--- src/rtl/fp_cross_pkg.sv ---
// Shared types and constants for the sequenced FP16 cross-product engine:
// FSM states, product indices, multiply operand table and FP16 packing helper.
package fp_cross_pkg;

  typedef enum logic [2:0] {
    S_IDLE,
    S_MUL,
    S_MWAIT,
    S_SUB,
    S_SWAIT,
    S_DONE
  } fsm_state_e;

  localparam logic [2:0] P0 = 3'd0;
  localparam logic [2:0] P1 = 3'd1;
  localparam logic [2:0] P2 = 3'd2;
  localparam logic [2:0] P3 = 3'd3;
  localparam logic [2:0] P4 = 3'd4;
  localparam logic [2:0] P5 = 3'd5;

  localparam int unsigned FP_SIGN_BIT = 15;
  localparam logic [15:0] FP_ZERO     = 16'h0000;

  // Component selects: 0 = x, 1 = y, 2 = z
  typedef struct packed {
    logic [1:0] a_sel;
    logic [1:0] b_sel;
  } mul_pair_t;

  function automatic mul_pair_t mul_pair(input logic [2:0] idx);
    case (idx)
      P0:      mul_pair = '{a_sel: 2'd1, b_sel: 2'd2};
      P1:      mul_pair = '{a_sel: 2'd2, b_sel: 2'd1};
      P2:      mul_pair = '{a_sel: 2'd2, b_sel: 2'd0};
      P3:      mul_pair = '{a_sel: 2'd0, b_sel: 2'd2};
      P4:      mul_pair = '{a_sel: 2'd0, b_sel: 2'd1};
      P5:      mul_pair = '{a_sel: 2'd1, b_sel: 2'd0};
      default: mul_pair = '{a_sel: 2'd0, b_sel: 2'd0};
    endcase
  endfunction

  // Round an exact magnitude m to FP16 (nearest-even); biased exponent is
  // (leading-one position + off). Underflow flushes to zero, overflow to inf.
  function automatic logic [15:0] fp16_pack(input logic s, input logic [40:0] m,
                                            input int signed off);
    logic [5:0]  p;
    logic [5:0]  sh;
    logic [9:0]  r;
    logic [40:0] rem;
    logic [40:0] half;
    logic        up;
    logic [14:0] res;
    int signed   e;
    p = '0;
    for (int unsigned i = 0; i < 41; i++) if (m[i]) p = 6'(i);
    if (m == '0 || p < 6'd10) return {s, 15'h0000};
    sh   = p - 6'd10;
    r    = 10'(m >> sh);
    rem  = m & ((41'd1 << sh) - 41'd1);
    half = (sh == '0) ? '0 : (41'd1 << (sh - 6'd1));
    up   = (sh != '0) && ((rem > half) || ((rem == half) && r[0]));
    e    = int'(p) + off;
    if (e >= 31) return {s, 5'h1f, 10'h000};
    if (e <= 0) return {s, 15'h0000};
    // mantissa carry ripples into the exponent (and into inf at the top)
    res = {e[4:0], r} + 15'(up);
    return {s, res};
  endfunction

endpackage

--- src/rtl/fp_add_micro.sv ---
// FP16 adder, LAT registered stages; exact integer alignment then one rounding.
module fp_add_micro
  import fp_cross_pkg::*;
#(
  parameter int unsigned LAT = 1
) (
  input  logic        clk,
  input  logic        rst_n,
  input  logic [15:0] a_i,
  input  logic [15:0] b_i,
  output logic [15:0] y_o
);

  logic [40:0]          ia, ib, m;
  logic                 s;
  logic [15:0]          y_c;
  logic [LAT-1:0][15:0] pipe_q;

  always_comb begin
    ia = (a_i[14:10] == '0) ? '0 : ({30'd0, 1'b1, a_i[9:0]} << (a_i[14:10] - 5'd1));
    ib = (b_i[14:10] == '0) ? '0 : ({30'd0, 1'b1, b_i[9:0]} << (b_i[14:10] - 5'd1));
    if (a_i[15] == b_i[15]) begin
      m = ia + ib;
      s = a_i[15];
    end else if (ia >= ib) begin
      m = ia - ib;
      s = a_i[15];
    end else begin
      m = ib - ia;
      s = b_i[15];
    end
    // exact cancellation yields +0 unless both operands are -0
    if (m == '0) y_c = {a_i[15] & b_i[15], 15'h0000};
    else         y_c = fp16_pack(s, m, -9);
  end

  always_ff @(posedge clk or negedge rst_n) begin
    if (!rst_n) begin
      pipe_q <= '0;
    end else begin
      pipe_q[0] <= y_c;
      for (int unsigned i = 1; i < LAT; i++) pipe_q[i] <= pipe_q[i-1];
    end
  end

  assign y_o = pipe_q[LAT-1];

endmodule

--- src/rtl/fp_cross_seq_opsel.sv ---
// Multiplier operand mux: picks the a/b components for product index idx_i.
module fp_cross_seq_opsel
  import fp_cross_pkg::*;
(
  input  logic             issue_i,
  input  logic [2:0]       idx_i,
  input  logic [2:0][15:0] a_i,
  input  logic [2:0][15:0] b_i,
  output logic [15:0]      op_a_o,
  output logic [15:0]      op_b_o
);

  mul_pair_t pair;

  always_comb begin
    pair   = mul_pair(idx_i);
    op_a_o = FP_ZERO;
    op_b_o = FP_ZERO;
    if (issue_i) begin
      op_a_o = a_i[pair.a_sel];
      op_b_o = b_i[pair.b_sel];
    end
  end

endmodule

--- src/rtl/fp_mul_micro.sv ---
// FP16 multiplier, LAT registered stages; zero/denormal inputs give signed zero.
module fp_mul_micro
  import fp_cross_pkg::*;
#(
  parameter int unsigned LAT = 1
) (
  input  logic        clk,
  input  logic        rst_n,
  input  logic [15:0] a_i,
  input  logic [15:0] b_i,
  output logic [15:0] y_o
);

  logic [21:0]             prod;
  logic [15:0]             y_c;
  logic [LAT-1:0][15:0]    pipe_q;

  always_comb begin
    prod = 22'({1'b1, a_i[9:0]}) * 22'({1'b1, b_i[9:0]});
    if (a_i[14:10] == '0 || b_i[14:10] == '0)
      y_c = {a_i[15] ^ b_i[15], 15'h0000};
    else
      y_c = fp16_pack(a_i[15] ^ b_i[15], {19'd0, prod},
                      int'(a_i[14:10]) + int'(b_i[14:10]) - 35);
  end

  always_ff @(posedge clk or negedge rst_n) begin
    if (!rst_n) begin
      pipe_q <= '0;
    end else begin
      pipe_q[0] <= y_c;
      for (int unsigned i = 1; i < LAT; i++) pipe_q[i] <= pipe_q[i-1];
    end
  end

  assign y_o = pipe_q[LAT-1];

endmodule

--- src/rtl/fp_cross_seq.sv ---
// Time-multiplexed FP16 cross product (one multiplier, one adder, FSM sequenced).
// Define FP_CROSS_VEC2_EN to add the mode_2d port (z-component only, p4/p5).
module fp_cross_seq
  import fp_cross_pkg::*;
#(
  parameter int unsigned MUL_LAT = 1,
  parameter int unsigned ADD_LAT = 1
) (
  input  logic        clk,
  input  logic        rst,
  input  logic        in_valid,
  output logic        in_ready,
  input  logic [15:0] a_x,
  input  logic [15:0] a_y,
  input  logic [15:0] a_z,
  input  logic [15:0] b_x,
  input  logic [15:0] b_y,
  input  logic [15:0] b_z,
`ifdef FP_CROSS_VEC2_EN
  input  logic        mode_2d,
`endif
  output logic        out_valid,
  input  logic        out_ready,
  output logic [15:0] c_x,
  output logic [15:0] c_y,
  output logic [15:0] c_z
);

  fsm_state_e       state_q;
  logic [2:0]       mul_idx_q;
  logic [1:0]       sub_idx_q;
  logic [2:0][15:0] a_q, b_q;
  logic [5:0][15:0] p_q;
  logic [2:0][15:0] c_q;
  logic             in_ready_q, out_valid_q, last_sum_q;

  logic [MUL_LAT-1:0]      mtv_q;
  logic [MUL_LAT-1:0][2:0] mtag_q;
  logic [ADD_LAT-1:0]      atv_q;
  logic [ADD_LAT-1:0][2:0] atag_q;

  logic        mode_in;
  logic        mul_issue, add_issue;
  logic [15:0] mul_a, mul_b, mul_y;
  logic [15:0] add_a, add_b, add_y, sub_rhs;
  logic        mul_cap, add_cap;
  logic [2:0]  mul_cap_idx, add_cap_idx;

`ifdef FP_CROSS_VEC2_EN
  assign mode_in = mode_2d;
`else
  assign mode_in = 1'b0;
`endif

  assign mul_issue   = (state_q == S_MUL);
  assign add_issue   = (state_q == S_SUB);
  assign mul_cap     = mtv_q[MUL_LAT-1];
  assign mul_cap_idx = mtag_q[MUL_LAT-1];
  assign add_cap     = atv_q[ADD_LAT-1];
  assign add_cap_idx = atag_q[ADD_LAT-1];

  fp_cross_seq_opsel u_opsel (
    .issue_i (mul_issue),
    .idx_i   (mul_idx_q),
    .a_i     (a_q),
    .b_i     (b_q),
    .op_a_o  (mul_a),
    .op_b_o  (mul_b)
  );

  always_comb begin
    sub_rhs = p_q[{sub_idx_q, 1'b1}];
    add_a   = add_issue ? p_q[{sub_idx_q, 1'b0}] : FP_ZERO;
    add_b   = add_issue ? {~sub_rhs[FP_SIGN_BIT], sub_rhs[FP_SIGN_BIT-1:0]} : FP_ZERO;
  end

  fp_mul_micro #(.LAT(MUL_LAT)) u_mul (
    .clk(clk), .rst_n(rst), .a_i(mul_a), .b_i(mul_b), .y_o(mul_y)
  );

  fp_add_micro #(.LAT(ADD_LAT)) u_add (
    .clk(clk), .rst_n(rst), .a_i(add_a), .b_i(add_b), .y_o(add_y)
  );

  always_ff @(posedge clk or negedge rst) begin
    if (!rst) begin
      mtv_q  <= '0;
      mtag_q <= '0;
      atv_q  <= '0;
      atag_q <= '0;
    end else begin
      mtv_q[0]  <= mul_issue;
      mtag_q[0] <= mul_idx_q;
      atv_q[0]  <= add_issue;
      atag_q[0] <= {1'b0, sub_idx_q};
      for (int unsigned i = 1; i < MUL_LAT; i++) begin
        mtv_q[i]  <= mtv_q[i-1];
        mtag_q[i] <= mtag_q[i-1];
      end
      for (int unsigned i = 1; i < ADD_LAT; i++) begin
        atv_q[i]  <= atv_q[i-1];
        atag_q[i] <= atag_q[i-1];
      end
    end
  end

  always_ff @(posedge clk or negedge rst) begin
    if (!rst) begin
      state_q     <= S_IDLE;
      mul_idx_q   <= P0;
      sub_idx_q   <= '0;
      a_q         <= '0;
      b_q         <= '0;
      p_q         <= '0;
      c_q         <= '0;
      in_ready_q  <= 1'b1;
      out_valid_q <= 1'b0;
      last_sum_q  <= 1'b0;
    end else begin
      if (mul_cap) p_q[mul_cap_idx] <= mul_y;
      if (add_cap) begin
        c_q[add_cap_idx[1:0]] <= add_y;
        if (add_cap_idx == 3'd2) last_sum_q <= 1'b1;
      end
      case (state_q)
        S_IDLE: if (in_valid) begin
          a_q        <= {a_z, a_y, a_x};
          b_q        <= {b_z, b_y, b_x};
          c_q        <= '0;
          // 2D mode is captured purely as the starting product/sum index
          mul_idx_q  <= mode_in ? P4 : P0;
          sub_idx_q  <= mode_in ? 2'd2 : 2'd0;
          in_ready_q <= 1'b0;
          state_q    <= S_MUL;
        end
        S_MUL: begin
          if (mul_idx_q == P5) state_q <= S_MWAIT;
          else                 mul_idx_q <= mul_idx_q + 3'd1;
        end
        S_MWAIT: if (mul_cap && mul_cap_idx == P5) state_q <= S_SUB;
        S_SUB: begin
          if (sub_idx_q == 2'd2) state_q <= S_SWAIT;
          else                   sub_idx_q <= sub_idx_q + 2'd1;
        end
        S_SWAIT: if (last_sum_q) begin
          last_sum_q  <= 1'b0;
          out_valid_q <= 1'b1;
          state_q     <= S_DONE;
        end
        S_DONE: if (out_ready) begin
          out_valid_q <= 1'b0;
          in_ready_q  <= 1'b1;
          state_q     <= S_IDLE;
        end
        default: state_q <= S_IDLE;
      endcase
    end
  end

  assign in_ready  = in_ready_q;
  assign out_valid = out_valid_q;
  assign c_x       = c_q[0];
  assign c_y       = c_q[1];
  assign c_z       = c_q[2];

endmodule

--- config.mk ---
export PLATFORM = sky130hd
export DESIGN_NAME = fp_cross_seq
export DESIGN_NICKNAME = d
export VERILOG_FILES = /design/src/rtl/fp_cross_pkg.sv /design/src/rtl/fp_add_micro.sv /design/src/rtl/fp_cross_seq_opsel.sv /design/src/rtl/fp_mul_micro.sv /design/src/rtl/fp_cross_seq.sv
export SDC_FILE = /design/constraint.sdc
export NUM_CORES = 2
export LEC_CHECK = 0
export CAP_MARGIN = 20
export CELL_PAD_IN_SITES_DETAIL_PLACEMENT = 1
export CELL_PAD_IN_SITES_GLOBAL_PLACEMENT = 1
export CORE_MARGIN = 10
export CORE_UTILIZATION = 30
export DETAILED_ROUTE_END_ITERATION = 6
export PLACE_DENSITY = 0.61
export SYNTH_ARGS = -nofsm -noshare
export SYNTH_HDL_FRONTEND = slang
export SYNTH_SLANG_ARGS = --single-unit
--- constraint.sdc ---
create_clock -name clk -period 18.81 [get_ports clk]
set_input_delay 2.8215 -clock clk [delete_from_list [all_inputs] [get_ports clk]]
set_output_delay 2.8215 -clock clk [all_outputs]
set_load 0.005 [all_outputs]
## Word-level counts from Yosys, hierarchy flattened

Cells that the tools add are included.

- Flip-flop bits (word level): 290
- Bits of input ports: 100
- Output and inout bits: 50
- Logic and storage cells: 283

- Add/sub/neg operators: 19
- $mul: 1
- Magnitude comparators: 17
- Equality and inequality tests: 24
- Shift operators: 8
- Mux-type cells: 148
- Bitwise operators: 5
- Reduce and logical (&&, ||, !) cells: 34

Operator list:

| cell | number |
|---|---|
| two-way mux 16 bit | 24 |
| two-way mux 41 bit | 6 |
| left shift 1 x 6 -> 41 bit (first input constant) | 4 |
| two-way mux 48 bit | 3 |
| binary-select mux 16 bit (select 2 bit) | 4 |
| two-way mux 5 bit | 22 |
| bitwise mux 96 bit | 1 |
| equality test 41 bit | 2 |
| greater-than comparator 41 bit | 2 |
| left shift 11 x 5 -> 41 bit | 2 |
| subtractor 41 x 1 -> 41 bit (second input constant) | 2 |
| subtractor 41 bit | 2 |
| two-way mux 6 bit | 11 |
| greater-or-equal comparator 32 x 6 -> 1 bit (second input constant) | 2 |
| less-or-equal comparator 32 x 1 -> 1 bit (second input constant) | 2 |
| two-way mux 4 bit | 16 |
| bitwise mux 48 bit | 1 |
| demux 16 bit (select 3 bit) | 1 |
| two-way mux 3 bit | 16 |
| adder 41 bit | 1 |
| AND 22 x 41 -> 41 bit | 1 |
| AND 41 bit | 1 |
| greater-or-equal comparator 41 bit | 1 |
| logical NOT 41 bit | 1 |
| other kinds (47) | 128 |

## Depth between registers and ports, before layout

- Depth after elaboration: 64
- Gate-level depth with buffers: 75
- Mapped depth without buffers: 64

## Cells and area by module

Synthesis repeated with hierarchy kept, for this count alone.

- Cells, all modules: 4763
- Area total of the unflattened synthesis: 36920.4 µm²

Modules (own cells, without submodules):

| module | instances | cells each | area each (µm²) | seq. area each (µm²) |
|---|---|---|---|---|
| fp_add_micro | 1 | 2466 | 16249.3 | 400.4 |
| fp_cross_seq | 1 | 1035 | 10885.4 | 6457.4 |
| fp_mul_micro | 1 | 1102 | 8783.4 | 400.4 |
| fp_cross_seq_opsel | 1 | 160 | 1002.2 | 0.0 |

## Worst setup path after synthesis

OpenSTA, ideal clock, no wires.

- Kind: register to register
- Start point: reg sub_idx_q[1]
- End point: reg u_add.pipe_q, in the netlist u_add.y_o[14]
- Library setup time: 0.131 ns
- Arrival time: 13.120 ns
- Required time: 18.679 ns
- Setup slack: 5.559 ns
- Stages on the path, launching flop included: 68
- Path buffers: 11
- Period minus slack after synthesis: 13.251 ns
- Path through: dfrtp_1 > clkbuf_1 > buf_1 > clkbuf_1 > mux2i_1 > nor2_1 > o21ai_1 > nor2_1 > or2_2 > clkbuf_1 > or3_1 > inv_1 > ha_1 > inv_1 > fa_1 > nor2_1 > o311ai_1 > a211oi_1 > [... 32 more ...] > a21oi_1 > nor2_1 > a211oi_1 > nor2_1 > a211oi_1 > nor3_1 > o21ai_0 > o211ai_1 > a221oi_1 > nand2_1 > o211a_1 > ha_1 > and4_1 > buf_2 > and4bb_1 > buf_4 > nor3b_1 > or3_1

- Longest elaborated chain between the ends: 63
- Elaborated cells between the ends (all ways): 100
- Classes of those cells: add/sub: 10; order compare: 5; eq/ne: 2; shift: 5; mux: 67; bitwise: 2; reduce/logical: 9

RTL lines:

| item | line | text |
|---|---|---|
| start, declared | fp_cross_seq.sv:31 | `logic [1:0] sub_idx_q;` |
| start signal, assigned | fp_cross_seq.sv:132 | `sub_idx_q <= mode_in ? 2'd2 : 2'd0;` |
| start signal, assigned | fp_cross_seq.sv:143 | `else sub_idx_q <= sub_idx_q + 2'd1;` |
| binary-select mux 16 bit (select 2 bit), on equally long branches | fp_cross_seq.sv:72, fp_cross_seq.sv:73 |  |
| two-way mux 16 bit, on equally long branches | fp_cross_seq.sv:72, fp_cross_seq.sv:73 |  |
| two-way mux 16 bit, on equally long branches | fp_cross_seq.sv:74, fp_cross_seq.sv:73 |  |
| subtractor 5 x 1 -> 5 bit, on equally long branches | fp_add_micro.sv:21, fp_add_micro.sv:20 |  |
| left shift 11 x 5 -> 41 bit, on equally long branches | fp_add_micro.sv:21, fp_add_micro.sv:20 |  |
| two-way mux 41 bit, on equally long branches | fp_add_micro.sv:21, fp_add_micro.sv:20 |  |
| subtractor 41 bit (tied with other cells) | fp_add_micro.sv:29 | `m = ib - ia;` |
| two-way mux 41 bit | fp_add_micro.sv:25 | `end else if (ia >= ib) begin` |
| two-way mux 41 bit (*) | fp_add_micro.sv:22 | `if (a_i[15] == b_i[15]) begin` |
| parallel branches: the longest is 53 deep, another holds two-way mux 4 bit | -- |  |
| two-way mux 16 bit (*) | fp_add_micro.sv:33 | `if (m == '0) y_c = {a_i[15] & b_i[15], 15'h0000};` |
| net u_add.y_c[14] | fp_add_micro.sv:16 | `logic [15:0] y_c;` |
| end, declared | fp_add_micro.sv:17 | `logic [LAT-1:0][15:0] pipe_q;` |

Mark *: on every way through the listed nets, which the timed path passes. The select of a mux whose other input is x is not followed.
A chain may end at the register's enable or synchronous reset.

## Worst setup path in the final report

- Start point: reg state_q[2]
- End point: reg u_add.pipe_q, in the netlist u_add.y_o[14]

- Longest elaborated chain between the ends: 62
- Elaborated cells between the ends (all ways): 96
- Classes of those cells: add/sub: 10; order compare: 5; eq/ne: 3; shift: 5; mux: 63; bitwise: 1; reduce/logical: 9

RTL lines:

| item | line | text |
|---|---|---|
| start, declared | fp_cross_seq.sv:29 | `fsm_state_e state_q;` |
| start signal, assigned | fp_cross_seq.sv:109 | `state_q <= S_IDLE;` |
| start signal, assigned | fp_cross_seq.sv:134 | `state_q <= S_MUL;` |
| start signal, assigned | fp_cross_seq.sv:137 | `if (mul_idx_q == P5) state_q <= S_MWAIT;` |
| equality test 3 x 2 -> 1 bit (*) | fp_cross_seq.sv:56 | `assign add_issue = (state_q == S_SUB);` |
| two-way mux 16 bit, on equally long branches | fp_cross_seq.sv:74, fp_cross_seq.sv:73 |  |
| subtractor 5 x 1 -> 5 bit, on equally long branches | fp_add_micro.sv:21, fp_add_micro.sv:20 |  |
| left shift 11 x 5 -> 41 bit, on equally long branches | fp_add_micro.sv:21, fp_add_micro.sv:20 |  |
| two-way mux 41 bit, on equally long branches | fp_add_micro.sv:21, fp_add_micro.sv:20 |  |
| subtractor 41 bit (tied with other cells) | fp_add_micro.sv:29 |  |
| two-way mux 41 bit | fp_add_micro.sv:25 |  |
| two-way mux 41 bit (*) | fp_add_micro.sv:22 |  |
| parallel branches: the longest is 53 deep, another holds two-way mux 4 bit | -- |  |
| two-way mux 16 bit (*) | fp_add_micro.sv:33 |  |
| net u_add.y_c[14] | fp_add_micro.sv:16 |  |

Marks and branches as above.

==> Flow_metrics.wiki <==
{| class="wikitable"
! Metric !! Value
|-
| Number of antenna diodes || 0
|-
| Worst min-delay path category || reg -> reg
|-
| DRC marker count from the first detailed-route iteration || 2663
|-
| Sequential-to-total area share from yosys stat || 20.9%
|-
| Routed via count || 34769
|-
| Die footprint || 130000 um^2
|-
| Post-Route Utilization || 33.8%
|-
| Number of routed nets with antenna violations || 0
|-
| DRC errors left || 0
|-
| Cell types with the highest counts after synthesis || sky130_fd_sc_hd__nand2_1 (831), sky130_fd_sc_hd__nor2_1 (420), sky130_fd_sc_hd__a21oi_1 (327)
|-
| Post-route minimum period || 17.51 ns
|-
| Master cell of the clock root buffer || sky130_fd_sc_hd__clkbuf_16
|-
| Status || finished, final reports clean
|-
| Ratio of routed vias to standard cells || 5.69
|-
| Last weighted congestion value of the routability-driven placer || 0.926
|-
| Setup Viol. Count Final || 0
|-
| Synth top area cells || sky130_fd_sc_hd__dfrtp_1 (21%), sky130_fd_sc_hd__ha_1 (10%), sky130_fd_sc_hd__nand2_1 (9.0%), sky130_fd_sc_hd__fa_1 (5.0%), sky130_fd_sc_hd__a21oi_1 (4.7%)
|-
| Clock latency reported for the late side of the worst-skew pair || 0.62 ns
|-
| Leakage Power || 17.9 nW
|-
| Total setup buffers inserted after CTS || 0
|-
| Slowest cell on crit path || sky130_fd_sc_hd__o31a_1
|-
| Main flop type after synthesis || sky130_fd_sc_hd__dfrtp_1
|-
| Number of buffers added by the clock tree synthesis step || 31
|-
| Number of fill cells in the layout || 13986
|-
| Number of warnings reported in the yosys synthesis log || 0
|-
| Final total negative setup slack || 0 ns
|-
| Top achievable clock speed || 57.1 MHz
|-
| Power after layout || 1.32 mW
|-
| Share of post-route cells with drive strength above 1 || 8.07%
|-
| Initial DRT Pass Iterations || 6
|-
| Total number of H-tree levels || 1
|-
| Number of clock sinks || 290
|-
| Remaining max-slew budget at the tightest pin || 22.7%
|-
| CTS tree || done
|-
| Data arrival, critical path || 17.97 ns
|-
| Number of primary I/O pins || 150
|-
| Routed length per instance || 24.3 um
|-
| Crit path setup slack, layout || 1.30 ns
|-
| Kind of end point of the critical path || flip-flop
|-
| Worst supply voltage drop on vdd || 70.5 uV
|-
| Clk_skew || 0.0377 ns
|-
| Maximum Capacitance Violations || 0
|-
| Share of the synthesized area in the top cell type || 20.8%
|-
| CTS hold repair buffers || 0
|-
| Setup repair after global routing missed its margin || false
|-
| Minimum setup slack after placement || 1.72 ns
|-
| Synth async-reset ratio || 100%
|-
| Post-CTS resize count || 0
|-
| Area added between synthesis and finish || 11.6%
|-
| Clock transition at path regs || 0.06 ns
|-
| Total wire length after detailed routing || 149 mm
|-
| Crit path max fanout || 25
|-
| Number of enable flip-flop cells after synthesis || 0
|-
| Number of unique standard cell types used by synthesis || 126
|-
| Post-synth top area cell || sky130_fd_sc_hd__dfrtp_1
|-
| Post-layout net count || 5048
|-
| Die outline height || 360 um
|-
| Wire length of the first global-routing pass || 225 mm
|-
| Overall Global Routing Usage || 21.8%
|-
| Worst Path Required || 19.27 ns
|-
| Setup Crit Path Kind || reg -> reg
|-
| Max Root-Sink Buffers || 3
|-
| Overall overflow remaining after global route || 0
|-
| Most repeated library cell on the critical path || sky130_fd_sc_hd__o21ai_0
|-
| Most numerous cell in the Yosys netlist || sky130_fd_sc_hd__nand2_1
|-
| Row cnt || 124
|-
| Slew at the pin closest to its max-slew limit || 1.13 ns
|-
| Number of antenna violations at the first check in global routing || 3
|-
| Core region area || 115000 um^2
|-
| Number of max-slew violations in the final report || 0
|-
| Flop and latch count out of synthesis || 290
|-
| Average cell area after synthesis || 7.62 um^2
|-
| Maximum number of pins on one net before global-route repair || 171
|-
| Number of instances in the synthesized netlist || 4550
|-
| Detailed placement HPWL || 120 mm
|-
| Largest stage delay on the critical path || 0.84 ns
|-
| Initial core utilization || 30.3%
|-
| Count of final hold-check violations || 0
|-
| Post-Synthesis Cell Area || 34700 um^2
|-
| Critical path launch point type || flip-flop
|-
| Port bufs || 149
|-
| Overall die width || 360 um
|-
| Final clock period utilization by the worst path || 93.1%
|-
| Number of global-route vias before repair || 35449
|-
| Power density over cell area || 34.2 nW/um^2
|}
==> flip-flops by register name, indices dropped and copies added, names as in the netlist, 16 cells and up <==
| register | cells |
|---|---|
| u_add.y_o | 16 |
| c_x | 16 |
| c_z | 16 |
| b_q | 48 |
| u_mul.y_o | 16 |
| a_q | 48 |
| p_q | 96 |
| c_y | 16 |
==> worst paths after layout <==
check | start | to | slack [ns] | cells past startpoint
hold reg to reg | in_ready$_DFFE_PN1P_ | in_ready$_DFFE_PN1P_ | 0.47 | 2
hold / removal | in_ready$_DFFE_PN1P_ | in_ready$_DFFE_PN1P_ | 0.47 | 2
max in group asynchronous | rst | b_q[17]$_DFFE_PN0P_ | 14.87 | 2
setup / recovery | state_q[2]$_DFFE_PN0P_ | u_add.y_o[14]$_DFF_PN0_ | 1.30 | 56
setup reg to reg | state_q[2]$_DFFE_PN0P_ | u_add.y_o[14]$_DFF_PN0_ | 1.30 | 56
min in group asynchronous | rst | c_y[2]$_DFF_PN0_ | 2.25 | 1
==> logic make-up after synthesis <==
logic type | Yosys count | share of synthesized area [%]
simple gates | 1814 | 23.7
compound gates | 1207 | 23.5
buf+inv | 514 | 6.04
fa+ha+maj | 371 | 15.2
flops | 290 | 20.9
mux | 231 | 7.31
xor+xnor | 121 | 3.21
other cells | 2 | 0.0216
==> metal layers <==
layer | up-vias | share of wire, % | track usage, %
met4 | 6 | 2.5 | 4.93
met1 | 17426 | 48 | 31.0
met2 | 1008 | 44 | 34.6
met3 | 191 | 5.2 | 2.90
met5 | - | 0.024 | 0
li1 | 16138 | - | -
==> placed cells by master, fill, tap and decap left out, types with 17 or more instances in the layout <==
cell,instances
sky130_fd_sc_hd__nor2b_1,38
sky130_fd_sc_hd__mux2_2,112
sky130_fd_sc_hd__a2111oi_0,17
sky130_fd_sc_hd__mux2i_1,110
sky130_fd_sc_hd__o21ai_1,29
sky130_fd_sc_hd__dfrtp_1,288
sky130_fd_sc_hd__o21a_1,40
sky130_fd_sc_hd__nor3_1,89
sky130_fd_sc_hd__o2111ai_1,17
sky130_fd_sc_hd__nand4_1,61
sky130_fd_sc_hd__nand2_1,831
sky130_fd_sc_hd__and2_1,40
sky130_fd_sc_hd__a31oi_1,38
sky130_fd_sc_hd__or2_2,36
sky130_fd_sc_hd__fa_1,86
sky130_fd_sc_hd__buf_4,57
sky130_fd_sc_hd__o211ai_1,59
sky130_fd_sc_hd__nand2b_1,40
sky130_fd_sc_hd__and3_1,38
sky130_fd_sc_hd__nand3_1,79
sky130_fd_sc_hd__xnor2_1,78
sky130_fd_sc_hd__ha_1,284
sky130_fd_sc_hd__nor2_1,418
sky130_fd_sc_hd__clkbuf_16,31
sky130_fd_sc_hd__xor2_1,36
sky130_fd_sc_hd__a21o_1,68
sky130_fd_sc_hd__nor4_1,26
sky130_fd_sc_hd__a21oi_1,326
sky130_fd_sc_hd__o221ai_1,22
sky130_fd_sc_hd__inv_1,286
sky130_fd_sc_hd__a211oi_1,65
sky130_fd_sc_hd__clkdlybuf4s50_1,148
sky130_fd_sc_hd__a211o_1,17
sky130_fd_sc_hd__o21bai_1,23
sky130_fd_sc_hd__o21ai_0,220
sky130_fd_sc_hd__o31ai_1,29
sky130_fd_sc_hd__or3_1,17
sky130_fd_sc_hd__o22ai_1,24
==> per-stage QoR <==
stage | instance area, um^2 | cells | hold slack (ns)
floorplan | 34700 | 4555 | 0.376
global placement | 37600 | 6051 | 0.457
detailed placement | 37600 | 6054 | 0.462
CTS | 38700 | 6108 | 0.474
global route | 38700 | 6110 | 0.495
finish | 38700 | 6110 | 0.468
==> report_power, final <==
group	internal [mW]	switching (mW)	leakage, nW
registers	0.624	0	3.75
clock network	0.391	0.273	0.521
logic	0.0197	0.0176	13.6
==> critical path, delay by kind of cell (launching register included) <==
kind / cells / cell delay (ns)
compound gates: 22 / 7.15
fa+ha+maj: 5 / 2.67
buf+inv: 5 / 1.56
flops: 1 / 0.49
simple gates: 24 / 5.40
==> area by class of cell <==
type / count / area, um^2 / area share, %
Clock buffer: 42 / 867 / 2.24
Inverter: 292 / 1100 / 2.84
Sequential cell: 290 / 7260 / 18.7
Clock inverter: 12 / 205 / 0.530
Multi-Input combinational cell: 3751 / 25400 / 65.6
Timing Repair Buffer: 211 / 1980 / 5.11
Tap cell: 1512 / 1890 / 4.89
(Power assumes the default switching activity.)
